**src/rtl/cpu_pkg.sv**
```systemverilog
// Shared core definitions: architectural widths, the end-of-trace marker
// and the fetch queue entry layout.
package cpu_pkg;

  localparam int ADDR_W  = 12;
  localparam int INSTR_W = 32;

  // An all-zero instruction word marks the end of the program trace.
  localparam logic [INSTR_W-1:0] END_OF_TRACE = 32'h0;

  // One fetched instruction together with the PC it was fetched from.
  typedef struct packed {
    logic [INSTR_W-1:0] instr;
    logic [ADDR_W-1:0]  pc;
  } fetch_entry_t;

endpackage

```
**src/rtl/fetch_queue.sv**
```systemverilog
// Small synchronous FIFO holding fetched {instr, pc} entries between the
// instruction memory response and decode. Flush empties it in one cycle.
module fetch_queue #(
  parameter int DEPTH = 4,
  parameter int W     = 44
) (
  input  logic                       clk,
  input  logic                       rst_n,
  input  logic                       push,
  input  logic [W-1:0]               push_data,
  input  logic                       pop,
  input  logic                       flush,
  output logic [W-1:0]               head_data,
  output logic [$clog2(DEPTH):0]     count
);

  localparam int PW = $clog2(DEPTH);
  localparam int CW = PW + 1;

  logic [W-1:0]  mem [DEPTH];
  logic [PW-1:0] wr_ptr;
  logic [PW-1:0] rd_ptr;
  logic          do_push;
  logic          do_pop;

  // Guard against writing a full queue or reading an empty one.
  always_comb begin
    do_push = push && (count != CW'(DEPTH));
    do_pop  = pop  && (count != '0);
  end

  assign head_data = mem[rd_ptr];

  // Storage, pointers and occupancy; flush wins over any push or pop.
  always_ff @(posedge clk or negedge rst_n) begin
    if (!rst_n) begin
      wr_ptr <= '0;
      rd_ptr <= '0;
      count  <= '0;
      for (int i = 0; i < DEPTH; i++) begin
        mem[i] <= '0;
      end
    end else if (flush) begin
      wr_ptr <= '0;
      rd_ptr <= '0;
      count  <= '0;
    end else begin
      if (do_push) begin
        mem[wr_ptr] <= push_data;
        wr_ptr      <= wr_ptr + PW'(1);
      end
      if (do_pop) begin
        rd_ptr <= rd_ptr + PW'(1);
      end
      if (do_push && !do_pop) begin
        count <= count + CW'(1);
      end else if (do_pop && !do_push) begin
        count <= count - CW'(1);
      end
    end
  end

endmodule

```
**src/rtl/fetch_unit.sv**
```systemverilog
// Instruction fetch stage: owns the PC, issues one word read per cycle to
// instruction memory, tags each response with its PC and buffers it in the
// fetch queue for decode. Stops at the end-of-trace word; redirect flushes
// everything and restarts at a new PC.
module fetch_unit
  import cpu_pkg::*;
#(
  parameter int                ADDR_W   = cpu_pkg::ADDR_W,
  parameter int                DEPTH    = 4,
  parameter logic [ADDR_W-1:0] RESET_PC = '0
) (
  input  logic                     clk,
  input  logic                     rst_n,
  output logic                     imem_req,
  output logic [ADDR_W-1:0]        imem_addr,
  input  logic [INSTR_W-1:0]       imem_rdata,
  input  logic                     redirect_valid,
  input  logic [ADDR_W-1:0]        redirect_pc,
  output logic                     fq_valid,
  output logic [INSTR_W-1:0]       fq_instr,
  output logic [ADDR_W-1:0]        fq_pc,
  input  logic                     fq_ready,
  output logic [$clog2(DEPTH):0]   fq_count,
  output logic                     halted
);

  localparam int CW = $clog2(DEPTH) + 1;
  localparam int EW = INSTR_W + ADDR_W;

  logic [ADDR_W-1:0] pc;
  logic              inflight;
  logic [ADDR_W-1:0] inflight_pc;
  logic [CW:0]       occupancy;
  logic              issue;
  logic              resp_live;
  logic              fq_push;
  logic              fq_pop;
  logic              hit_eot;
  logic [EW-1:0]     head_data;

  // Handshake to decode: the head entry transfers in a cycle where fq_valid
  // and fq_ready are both high; fq_valid never depends on fq_ready, and a
  // redirect in the same cycle cancels the transfer.
  assign fq_valid = (fq_count != '0);
  assign fq_pop   = fq_valid && fq_ready && !redirect_valid;

  // Issue only when the queue can hold every outstanding word. No credit is
  // taken for a same-cycle pop, so a full queue always blocks issue.
  always_comb begin
    occupancy = {1'b0, fq_count} + {{CW{1'b0}}, inflight};
    issue     = rst_n && !halted && !redirect_valid && (occupancy < (CW+1)'(DEPTH));
    resp_live = inflight && !halted && !redirect_valid;
    hit_eot   = resp_live && (imem_rdata == END_OF_TRACE);
    fq_push   = resp_live && (imem_rdata != END_OF_TRACE);
  end

  assign imem_req  = issue;
  assign imem_addr = pc;

  // PC, in-flight tag and halt tracking; redirect overrides everything.
  always_ff @(posedge clk or negedge rst_n) begin
    if (!rst_n) begin
      pc          <= RESET_PC;
      inflight    <= 1'b0;
      inflight_pc <= '0;
      halted      <= 1'b0;
    end else if (redirect_valid) begin
      pc          <= {redirect_pc[ADDR_W-1:2], 2'b00};
      inflight    <= 1'b0;
      halted      <= 1'b0;
    end else begin
      inflight <= issue;
      if (issue) begin
        inflight_pc <= pc;
        pc          <= pc + ADDR_W'(4);
      end
      if (hit_eot) begin
        halted <= 1'b1;
      end
    end
  end

  fetch_queue #(
    .DEPTH (DEPTH),
    .W     (EW)
  ) u_fetch_queue (
    .clk       (clk),
    .rst_n     (rst_n),
    .push      (fq_push),
    .push_data ({imem_rdata, inflight_pc}),
    .pop       (fq_pop),
    .flush     (redirect_valid),
    .head_data (head_data),
    .count     (fq_count)
  );

  assign fq_instr = head_data[EW-1:ADDR_W];
  assign fq_pc    = head_data[ADDR_W-1:0];

endmodule

```
**config.mk**
```make
export PLATFORM = sky130hd
export DESIGN_NAME = fetch_unit
export DESIGN_NICKNAME = d
export VERILOG_FILES = /design/src/rtl/cpu_pkg.sv /design/src/rtl/fetch_queue.sv /design/src/rtl/fetch_unit.sv
export SDC_FILE = /design/constraint.sdc
export NUM_CORES = 1
export LEC_CHECK = 0
export BUFFER_PORTS_ARGS = -buffer_cell sky130_fd_sc_hd__buf_2
export CAP_MARGIN = 5
export CORE_MARGIN = 8
export CORE_UTILIZATION = 35
export CTS_CLUSTER_DIAMETER = 40
export DETAILED_ROUTE_END_ITERATION = 6
export PLACE_DENSITY = 0.57
export SLEW_MARGIN = 15
export SYNTH_ARGS = -nofsm -noshare
export SYNTH_HDL_FRONTEND = slang
export SYNTH_HIERARCHICAL = 1
export SYNTH_SLANG_ARGS = --single-unit
```
**constraint.sdc**
```tcl
create_clock -name clk -period 2.6 [get_ports clk]
set_input_delay 0.26 -clock clk [delete_from_list [all_inputs] [get_ports clk]]
set_output_delay 0.26 -clock clk [all_outputs]
set_load 0.05 [all_outputs]
```
==> flow_metrics.env, run 1 <==
export IMPL_timing_fmax_ghz=0.411
export IMPL_boundaryPins=110
export IMPL_cp_max_fo=12
export IMPL_tritoncts_num_sinks=205
export IMPL_antenna_cells=0
export IMPL_floorplan_rows=60
export IMPL_cts_path_max_buffers=3
export IMPL_grt_ovfl_total=0
export IMPL_postLayoutSetupSlackWorst_ns=0.165
export IMPL_yosysUniqueCellTypes=55
export IMPL_syn_area_per_cell_um2=15.5
export IMPL_pre_cts_ws_ns=-0.223
export IMPL_cellLeakagePower_nw=5.72
export IMPL_htree_levels=2
export IMPL_global_route_usage_total_pct=14.0
export IMPL_worstSkewPairLatency_ns=0.50
export IMPL_route_detailed_wl_per_inst_um=19.8
export IMPL_clkTransAtPathRegs_ns=0.05
export IMPL_crit_required_ns=2.34
export IMPL_synth_flop_cell="sky130_fd_sc_hd__dfrtp_1"
export IMPL_fin_nets=831
export IMPL_ys_warnings_count=6
export IMPL_slew_headroom_pct=37.5
export IMPL_cpPeakStageDelay_ns=0.41
export IMPL_cp_end_kind="output port"
export IMPL_setup_viol=0
export IMPL_hold_viol_final=0
export IMPL_cap_violations=0
export IMPL_cts_tree="built"
export IMPL_number_of_antenna_violations_at_the_first_check_in_global_routing=0
export IMPL_setup_crit_path_kind="flop to output port"
export IMPL_synthesis_area_um2=9470
export IMPL_synth_async_reset_ratio_pct=100
export IMPL_grt_pass1_wl_um=37100
export IMPL_ir_drop_mv=0.460
export IMPL_crit_chain="buf_4 > nor4b_4 > nand2_2 > inv_1 > buf_2"
export IMPL_via_per_inst=5.10
export IMPL_post_route_min_period_ns=2.44
export IMPL_floorplan_die_width_um=180
export IMPL_critical_path_arrival_ns=2.18
export IMPL_cts_repair_timing_setup_buffer_count=0
export IMPL_vias_in_the_first_global_route=6784
export IMPL_layout_drive_gt1_share_pct=55.6
export IMPL_clock_skew_final_ns=0.0187
export IMPL_postRouteWirelength_um=22600
export IMPL_remaining_drc_errors=0
export IMPL_finalMaxSlewViolations=0
export IMPL_core_area_um2=26700
export IMPL_detail_route_antenna_nets=0
export IMPL_start_util_pct=35.4
export IMPL_timing_critical_path_slowest_stage_cell="sky130_fd_sc_hd__dfrtp_2"
export IMPL_fin_util_pct=44.8
export IMPL_total_number_of_vias=5823
export IMPL_drt_initial_drc_count=244
export IMPL_post_synthesis_instance_total=612
export IMPL_port_buffers=105
export IMPL_critPathLaunchType="flop"
export IMPL_tritoncts_num_buffers=35
export IMPL_register_area_share_after_synthesis_pct=54.2
export IMPL_area_of_the_die_um2=32600
export IMPL_chipHeight_um=180
export IMPL_largest_net_degree_at_the_start_of_global_routing=75
export IMPL_dpl_hpwl_um=15100
export IMPL_synth_seq_cells=205
export IMPL_detailedRoute_firstPassIterationCount=4
export IMPL_place_gp_congestion=0.820
export IMPL_worst_slew_pin_slew_ns=0.937
export IMPL_status="complete, no violations"
export IMPL_final_min_period_over_clock_period_pct=93.7
export IMPL_rsz0062_at_grt="false"
export IMPL_area_delta_synth_final_pct=26.5
export IMPL_ctsRootBufferMaster="sky130_fd_sc_hd__clkbuf_16"
export IMPL_synth_edff_count=0
export IMPL_power_per_cell_area_nw_per_um2=894
export IMPL_holdCritPathClass="input pin to flop"
-- layer usage --
metal	vias to the layer above	global-route usage (%)	wire (um)
met5	-	0	0
met4	0	4.56	478
met3	45	3.43	1200
met2	147	24.4	11500
met1	3031	16.8	9400
li1	2600	-	-
-- path summary, 6_finish.rpt --
path / startpoint / to / slack, ns / cells after the start
max: u_fetch_queue/count[2]$_DFFE_PN0P_ / imem_req / 0.16 / 5
min: redirect_pc[5] / imem_addr[5]$_DFFE_PN0P_ / 0.02 / 3
max reg2reg: u_fetch_queue/count[1]$_DFFE_PN0P_ / u_fetch_queue/count[2]$_DFFE_PN0P_ / 0.22 / 9
min reg2reg: u_fetch_queue/mem[46]$_DFFE_PN0P_ / u_fetch_queue/mem[46]$_DFFE_PN0P_ / 0.49 / 1
max in group asynchronous: rst_n / u_fetch_queue/mem[77]$_DFFE_PN0P_ / 0.73 / 4
min in group asynchronous: rst_n / inflight$_DFF_PN0_ / 0.21 / 2
-- state kept, by name (all words and copies together) (netlist names) --
signal                flops
halted                    1
imem_addr                10
inflight                  1
inflight_pc              10
u_fetch_queue/count       3
u_fetch_queue/mem       176
u_fetch_queue/rd_ptr      2
u_fetch_queue/wr_ptr      2
-- critical path, delay by kind of cell (launching register included) --
family	cells	cell delay [ns]
buffers and inverters	3	0.76
flip-flops	1	0.41
AND/OR/NAND/NOR	2	0.53
-- final cells by class --
class | count | area, um^2
Clock buffer | 47 | 1030
Clock inverter | 14 | 175
Fill cell | 2375 | 14800
Inverter | 10 | 37.5
Multi-Input combinational cell | 366 | 4070
Sequential cell | 205 | 5140
Tap cell | 341 | 427
Timing Repair Buffer | 159 | 1090
-- power by group --
group	total, mW	leakage [nW]	internal [mW]	switching [mW]
Sequential	3.83	2.73	3.59	0.239
Clock	4.59	0.589	3.08	1.51
Combinational	2.29	2.40	0.799	1.49
Total	10.7	5.72	7.46	3.24
-- placed cells by master, fill, tap and decap left out, types with 3 or more instances in the layout --
cell type                         n
sky130_fd_sc_hd__a21oi_1          3
sky130_fd_sc_hd__nand3_2          3
sky130_fd_sc_hd__bufinv_16        3
sky130_fd_sc_hd__o21ai_0          7
sky130_fd_sc_hd__nand2_1         32
sky130_fd_sc_hd__ha_1             5
sky130_fd_sc_hd__and3_1           6
sky130_fd_sc_hd__nor3_1           3
sky130_fd_sc_hd__mux2_2         134
sky130_fd_sc_hd__a221o_1          4
sky130_fd_sc_hd__nor4_1           8
sky130_fd_sc_hd__mux2_1           4
sky130_fd_sc_hd__dlygate4sd3_1    7
sky130_fd_sc_hd__buf_4           36
sky130_fd_sc_hd__nand3_1          6
sky130_fd_sc_hd__inv_1           10
sky130_fd_sc_hd__mux4_2          44
sky130_fd_sc_hd__mux2_4          40
sky130_fd_sc_hd__dfrtp_1        200
sky130_fd_sc_hd__buf_12          11
sky130_fd_sc_hd__conb_1          10
sky130_fd_sc_hd__nor2_1          12
sky130_fd_sc_hd__clkinvlp_4       3
sky130_fd_sc_hd__clkbuf_16       36
sky130_fd_sc_hd__a21o_1           3
sky130_fd_sc_hd__buf_2          104
sky130_fd_sc_hd__clkinv_2         4
sky130_fd_sc_hd__clkbuf_8        10
sky130_fd_sc_hd__dfrtp_2          4
-- through the flow --
| stage | instances | hold slack (ns) | area [um^2] | power, mW | TNS [ns] |
|---|---|---|---|---|---|
| floorplan | 621 | -0.0356 | 9510 | 5.52 | 0 |
| global placement | 1074 | 0.159 | 10700 | 6.10 | -8.53 |
| detailed placement | 1074 | 0.168 | 10700 | 6.20 | -1.10 |
| CTS | 1142 | 0.00212 | 12000 | 10.9 | 0 |
| global route | 1142 | 0.00846 | 12000 | 11.2 | 0 |
| finish | 1142 | 0.0215 | 12000 | 10.7 | 0 |
-- kinds of logic (layout without fill, tap and decap cells) --
group / count (synthesis) / in the layout / share of synthesized area (%)
multiplexers: 224 / 224 / 33.4
flip-flops: 205 / 205 / 54.2
AND/OR/NAND/NOR: 87 / 87 / 5.05
buffers and inverters: 50 / 230 / 3.32
AO/OA/AOI/OAI: 36 / 36 / 2.82
adder cells (fa/ha/maj): 6 / 6 / 0.872
XOR/XNOR: 3 / 3 / 0.278
other: 1 / 10 / 0.0396
-- repair_timing --
action | in CTS | in global routing
endpoints found under the hold margin | 30 | 0
endpoints found under the setup margin | 0 | 2
gates resized for setup | 0 | 2
hold buffers | 7 | 0
-- synth_stat cells, drive strengths merged, types with 2 or more instances --
cell type | n | area (um^2)
xor2 | 2 | 17.5
nand2 | 33 | 124
nor3 | 3 | 15.0
ha | 5 | 62.6
mux2i | 2 | 20.0
mux2 | 178 | 2150
clkbuf | 10 | 37.5
dfrtp | 205 | 5130
inv | 10 | 37.5
a21o | 3 | 22.5
nand3 | 9 | 60.1
nand3b | 2 | 15.0
nor2 | 12 | 45.0
o21ai | 10 | 53.8
a22oi | 2 | 15.0
nor4 | 8 | 50.1
o311ai | 2 | 17.5
o211ai | 2 | 15.0
mux4 | 44 | 991
nor3b | 2 | 15.0
a221o | 4 | 40.0
a21oi | 3 | 15.0
nand4 | 2 | 12.5
buf | 30 | 239
nor4b | 2 | 32.5
and3 | 7 | 48.8
o21a | 2 | 15.0
Power figures use the tool's default switching activity.
==> run 2, diff against run 1 <==
--- a/config.mk
+++ b/config.mk
@@ -12,6 +12,7 @@
 export CTS_CLUSTER_DIAMETER = 40
 export DETAILED_ROUTE_END_ITERATION = 6
 export PLACE_DENSITY = 0.57
+export SETUP_SLACK_MARGIN = 0.3
 export SLEW_MARGIN = 15
 export SYNTH_ARGS = -nofsm -noshare
 export SYNTH_HDL_FRONTEND = slang
==> run 2 against run 1 <==
Effect of this change: sequential share of layout area down 1.6 points; sequential cell count unchanged; global-route usage up 0.30 points; critical endpoint is now fq_pc[0]; routed wire length up 3.3%; highest routed layer unchanged; combinational power up 3%; sequential power about the same.
==> flow_metrics.env, run 2 (synthesis gave the netlist of run 1 again) <==
export IMPL_start_util_pct=35.4
export IMPL_postRouteWirelength_um=23300
export IMPL_clockPowerShare_pct=44.2
export IMPL_global_route_usage_total_pct=14.3
export IMPL_tritoncts_num_sinks=205
export IMPL_tritoncts_num_buffers=35
export IMPL_core_area_um2=26700
export IMPL_regMostFlops="u_fetch_queue/mem"
export IMPL_vias_in_the_first_global_route=6835
export IMPL_power_per_cell_area_nw_per_um2=894
export IMPL_largest_register_ff_count=176
export IMPL_grt_ovfl_total=0
export IMPL_setup_crit_path_kind="flop to output port"
export IMPL_total_number_of_vias=5928
export IMPL_setup_viol=0
export IMPL_chipHeight_um=180
export IMPL_route_detailed_wl_per_inst_um=19.9
export IMPL_hold_viol_final=0
export IMPL_number_of_antenna_violations_at_the_first_check_in_global_routing=0
export IMPL_floorplan_rows=60
export IMPL_postPlaceCellArea_um2=10800
export IMPL_post_placement_cell_count=1084
export IMPL_post_route_min_period_ns=2.30
export IMPL_power_total_mw=11.1
export IMPL_antenna_cells=0
export IMPL_ctsRootBufferMaster="sky130_fd_sc_hd__clkbuf_16"
export IMPL_finalMaxSlewViolations=0
export IMPL_via_per_inst=5.05
export IMPL_critPathLaunchType="flop"
export IMPL_status="complete, no violations"
export IMPL_ir_drop_mv=0.402
export IMPL_crit_required_ns=2.34
export IMPL_layout_drive_gt1_share_pct=57.5
export IMPL_logic_gate_share_of_total_power_pct=21.3
export IMPL_most_common_layout_cells="sky130_fd_sc_hd__dfrtp_1, sky130_fd_sc_hd__mux2_2, sky130_fd_sc_hd__buf_2"
export IMPL_dpl_hpwl_um=15200
export IMPL_grt_pass1_wl_um=37700
export IMPL_critical_path_arrival_ns=2.04
export IMPL_fin_nets=860
export IMPL_largest_net_degree_at_the_start_of_global_routing=168
export IMPL_remaining_drc_errors=0
export IMPL_commonest_non_fill_non_tap_cell_in_the_layout="sky130_fd_sc_hd__dfrtp_1"
export IMPL_power_internal_mw=7.82
export IMPL_area_delta_synth_final_pct=31.4
export IMPL_power_sequential_fraction_pct=34.5
export IMPL_slew_headroom_pct=38.7
export IMPL_rsz0062_at_grt="true"
export IMPL_place_gp_congestion=0.794
export IMPL_cp_max_fo=4
export IMPL_area_of_the_die_um2=32600
export IMPL_boundaryPins=110
export IMPL_switchingPower_mw=3.30
export IMPL_cts_tree="built"
export IMPL_cap_violations=0
export IMPL_port_buffers=105
export IMPL_final_min_period_over_clock_period_pct=88.5
export IMPL_postLayoutSetupSlackWorst_ns=0.298
export IMPL_detailedRoute_firstPassIterationCount=4
export IMPL_cp_end_kind="output port"
export IMPL_worst_slew_pin_slew_ns=0.919
export IMPL_detail_route_antenna_nets=0
export IMPL_holdCritPathClass="input pin to flop"
export IMPL_worstSkewPairLatency_ns=0.50
export IMPL_clock_skew_final_ns=0.0190
export IMPL_pre_cts_ws_ns=-0.163
export IMPL_timing_fmax_ghz=0.434
export IMPL_swShare_pct=29.7
export IMPL_cellLeakagePower_nw=5.94
export IMPL_drt_initial_drc_count=303
export IMPL_setup_tns_final_ns=0
export IMPL_final_cell_count_no_fill=1173
export IMPL_floorplan_die_width_um=180
export IMPL_htree_levels=2
export IMPL_cts_path_max_buffers=3
export IMPL_clkTransAtPathRegs_ns=0.05
export IMPL_finish_instance_area_um2=12400
[run 2: cell count changes in the layout (fill, tap and decap cells not counted), moves of 3 or more]
cell and delta:
sky130_fd_sc_hd__buf_4 +26, sky130_fd_sc_hd__bufinv_16 +3, sky130_fd_sc_hd__dlygate4sd3_1 +3, sky130_fd_sc_hd__buf_2 -9
[run 2: area by class of cell]
type,instances,area [um^2]
flip-flops and latches,205,5140
inverters,10,37.5
clock buffers,50,1040
well taps,341,427
repair buffers,188,1460
clock inverters,13,233
fillers,2342,14300
multi-input cells,366,4100
[run 2: path summary, 6_finish.rpt]
path | start | end | slack, ns | cells after the start
max in group asynchronous | rst_n | u_fetch_queue/rd_ptr[0]$_DFFE_PN0P_ | 0.83 | 4
hold reg to reg | u_fetch_queue/mem[46]$_DFFE_PN0P_ | u_fetch_queue/mem[46]$_DFFE_PN0P_ | 0.48 | 1
setup / recovery | u_fetch_queue/rd_ptr[0]$_DFFE_PN0P_ | fq_pc[0] | 0.30 | 4
min in group asynchronous | rst_n | imem_addr[4]$_DFFE_PN0P_ | 0.15 | 2
hold / removal | redirect_valid | u_fetch_queue/rd_ptr[0]$_DFFE_PN0P_ | 0.03 | 2
setup reg to reg | u_fetch_queue/count[2]$_DFFE_PN0P_ | u_fetch_queue/count[2]$_DFFE_PN0P_ | 0.32 | 8
[run 2: through the flow]
step                hold slack [ns]  util [%]
floorplan                   -0.0356         -
global placement              0.115      40.4
detailed placement            0.116      40.4
CTS                         0.00405      45.8
global route                 0.0281      46.5
finish                       0.0273      46.5
[run 2: routing by layer]
metal	wire length (um)	global-route usage [%]
met1	10300	17.3
met2	11600	24.8
met3	961	3.47
met4	424	4.46
met5	0	0
[run 2: what timing repair did]
action,CTS,global route
cloned,0,3
endpoints found under the hold margin,47,0
resized for setup,4,24
setup endpoints to repair,43,49
buffers inserted,8,5
hold buffers,10,0
[run 2: worst max-delay path: stages (launching register included)]
cell and delay [ns]:
sky130_fd_sc_hd__dfrtp_4 0.51, sky130_fd_sc_hd__buf_4 0.18, sky130_fd_sc_hd__buf_4 0.13, sky130_fd_sc_hd__mux4_2 0.48, sky130_fd_sc_hd__buf_2 0.24
[run 2: power by group through the flow]
stage          sequential (mW)  clock (mW)  combinational (mW)
2_1_floorplan             3.86           0                1.66
3_3_place_gp              3.84           0                2.28
3_5_place_dp              3.89           0                2.33
4_1_cts                   3.84        5.05                2.36
5_1_grt                   3.89        5.19                2.50
6_report                  3.84        4.92                2.37
==> run 3, diff against run 2 <==
--- a/config.mk
+++ b/config.mk
@@ -11,7 +11,8 @@
 export CORE_UTILIZATION = 35
 export CTS_CLUSTER_DIAMETER = 40
 export DETAILED_ROUTE_END_ITERATION = 6
-export PLACE_DENSITY = 0.57
+export GPL_TIMING_DRIVEN = 0
+export PLACE_DENSITY_LB_ADDON = 0.2
 export SETUP_SLACK_MARGIN = 0.3
 export SLEW_MARGIN = 15
 export SYNTH_ARGS = -nofsm -noshare
==> run 3 against run 2 <==
Effect of this change: non-clock buffer count decreased by 14; sequential power about the same; global-route usage rose by 0.21 points; die area did not move; hold slack got worse by 0.0047 ns; sequential share of layout area grew 0.060 points; largest cell class unchanged; critical path depth up 5.
==> flow_metrics.env, run 3 (synthesis gave the netlist of run 1 again) <==
export IMPL_crit_family="simple AND/OR/NAND/NOR gates"
export IMPL_multi_input_area_um2=4150
export IMPL_antenna_cells=0
export IMPL_cpPeakStageDelay_ns=0.40
export IMPL_hold_viol_final=0
export IMPL_cp_end_kind="flop"
export IMPL_core_area_um2=26700
export IMPL_vias_in_the_first_global_route=6840
export IMPL_routed_wl_met2_um=12000
export IMPL_setup_crit_path_kind="flop to flop"
export IMPL_fin_nets=848
export IMPL_worstSkewPairLatency_ns=0.50
export IMPL_regMostFlops="u_fetch_queue/mem"
export IMPL_boundaryPins=110
export IMPL_status="complete, no violations"
export IMPL_layout_drive_gt1_share_pct=57.7
export IMPL_start_util_pct=35.4
export IMPL_place_gp_congestion=0.844
export IMPL_floorplan_rows=60
export IMPL_tritoncts_num_buffers=37
export IMPL_area_delta_synth_final_pct=31.0
export IMPL_drt_initial_drc_count=251
export IMPL_holdCritPathClass="input pin to flop"
export IMPL_global_route_usage_total_pct=14.5
export IMPL_critical_path_n_buffers_inverters=1
export IMPL_htree_levels=2
export IMPL_floorplan_die_width_um=180
export IMPL_whs_ns=0.0226
export IMPL_number_of_antenna_violations_at_the_first_check_in_global_routing=0
export IMPL_remaining_drc_errors=0
export IMPL_commonest_non_fill_non_tap_cell_in_the_layout="sky130_fd_sc_hd__dfrtp_1"
export IMPL_cellLeakagePower_nw=5.87
export IMPL_crit_chain="or3_4 > and3_4 > clkbuf_8 > o21a_1 > nor3_2 > fa_2 > nand3b_1 > a311oi_2 > o311a_1"
export IMPL_n_fill_cell=2309
export IMPL_crit_required_ns=3.03
export IMPL_grt_pass1_wl_um=38000
export IMPL_detailroute_wirelength_met3_um=1110
export IMPL_timing_fmax_ghz=0.432
export IMPL_met1Wirelength_um=9940
export IMPL_total_number_of_vias=5961
export IMPL_port_buffers=104
export IMPL_ir_drop_mv=0.442
export IMPL_critPathLaunchType="flop"
export IMPL_via_per_inst=5.13
export IMPL_tritoncts_num_sinks=205
export IMPL_clock_skew_final_ns=0.0169
export IMPL_cp_max_fo=5
export IMPL_power_total_mw=11.1
export IMPL_timing_critical_path_slowest_stage_cell="sky130_fd_sc_hd__dfrtp_2"
export IMPL_cap_violations=0
export IMPL_critical_path_arrival_ns=2.75
export IMPL_chipHeight_um=180
export IMPL_largest_register_ff_count=176
export IMPL_postRouteWirelength_um=23600
export IMPL_largest_net_degree_at_the_start_of_global_routing=90
export IMPL_finish_instance_area_um2=12400
export IMPL_postPlaceCellArea_um2=10500
export IMPL_power_per_cell_area_nw_per_um2=891
export IMPL_sequential_cell_area_um2=5130
export IMPL_highest_layer_used_for_signal_routing="met4"
export IMPL_detailedRoute_firstPassIterationCount=4
export IMPL_clkTransAtPathRegs_ns=0.05
export IMPL_rsz0062_at_grt="true"
export IMPL_post_route_min_period_ns=2.32
export IMPL_final_min_period_over_clock_period_pct=89.1
export IMPL_dpl_hpwl_um=15600
export IMPL_finalMaxSlewViolations=0
export IMPL_route_detailed_wl_per_inst_um=20.3
export IMPL_area_of_the_die_um2=32600
export IMPL_cts_tree="built"
export IMPL_most_common_layout_cells="sky130_fd_sc_hd__dfrtp_1, sky130_fd_sc_hd__mux2_2, sky130_fd_sc_hd__buf_2"
export IMPL_ctsRootBufferMaster="sky130_fd_sc_hd__clkbuf_16"
export IMPL_cts_path_max_buffers=3
export IMPL_grt_ovfl_total=0
export IMPL_setup_viol=0
export IMPL_detail_route_antenna_nets=0
[run 3: cell count changes in the layout (fill, tap and decap cells not counted), moves of 3 or more]
cell                         delta
sky130_fd_sc_hd__nand3_2        -3
sky130_fd_sc_hd__clkbuf_8       -7
sky130_fd_sc_hd__buf_4         -31
sky130_fd_sc_hd__inv_6          +3
sky130_fd_sc_hd__buf_16         +3
sky130_fd_sc_hd__nand3_4        +3
sky130_fd_sc_hd__clkinv_4       +5
sky130_fd_sc_hd__buf_6         +13
sky130_fd_sc_hd__buf_12         -4
sky130_fd_sc_hd__clkinvlp_4     +5
[run 3: worst paths after layout]
kind / start / cells past startpoint / slack, ns / endpoint
setup / recovery: u_fetch_queue/count[0]$_DFFE_PN0P_ / 9 / 0.28 / u_fetch_queue/count[2]$_DFFE_PN0P_
hold / removal: redirect_pc[6] / 2 / 0.02 / imem_addr[6]$_DFFE_PN0P_
setup reg to reg: u_fetch_queue/count[0]$_DFFE_PN0P_ / 9 / 0.28 / u_fetch_queue/count[2]$_DFFE_PN0P_
hold reg to reg: u_fetch_queue/mem[44]$_DFFE_PN0P_ / 1 / 0.49 / u_fetch_queue/mem[44]$_DFFE_PN0P_
max in group asynchronous: rst_n / 4 / 1.56 / u_fetch_queue/mem[157]$_DFFE_PN0P_
min in group asynchronous: rst_n / 4 / 0.43 / u_fetch_queue/mem[95]$_DFFE_PN0P_
[run 3: routing by layer]
metal  GRT usage, %  vias up
met5              0        -
met4           4.60        0
met3           3.71       37
met2           25.1      147
met1           17.5     3128
li1               -     2649
[run 3: stage by stage]
| step | setup WS, ns | TNS, ns | std cells | utilization (%) |
|---|---|---|---|---|
| floorplan | 0.0835 | 0 | 621 | - |
| global placement | -2.72 | -542.68 | 1066 | 39.2 |
| detailed placement | -0.780 | -106.04 | 1068 | 39.5 |
| CTS | 0.242 | 0 | 1156 | 45.9 |
| global route | 0.190 | 0 | 1162 | 46.4 |
| finish | 0.283 | 0 | 1162 | 46.4 |
[run 3: cell type report]
| class | instances | share of cell area [%] |
|---|---|---|
| Sequential cell | 205 | 41.4 |
| Multi-Input combinational cell | 366 | 33.5 |
| Clock buffer | 39 | 7.60 |
| Timing Repair Buffer | 134 | 7.36 |
| Buffer | 40 | 3.81 |
| Tap cell | 341 | 3.44 |
| Clock inverter | 27 | 2.58 |
| Inverter | 10 | 0.323 |
[run 3: power by group]
part           internal [mW]  leakage, nW  total, mW  switching [mW]
Sequential              3.58         2.73       3.83           0.248
Combinational          0.847         2.53       2.36            1.51
Clock                   3.17        0.603       4.86            1.70
Total                   7.60         5.87       11.1            3.45
[run 3: repair_timing]
| item | in CTS | in global routing |
|---|---|---|
| cloned | 1 | 0 |
| buffers inserted | 10 | 6 |
| hold endpoints to repair | 49 | 0 |
| resized for setup | 60 | 26 |
| hold buffers | 11 | 0 |
| pin swaps | 11 | 7 |
| setup endpoints to repair | 211 | 187 |
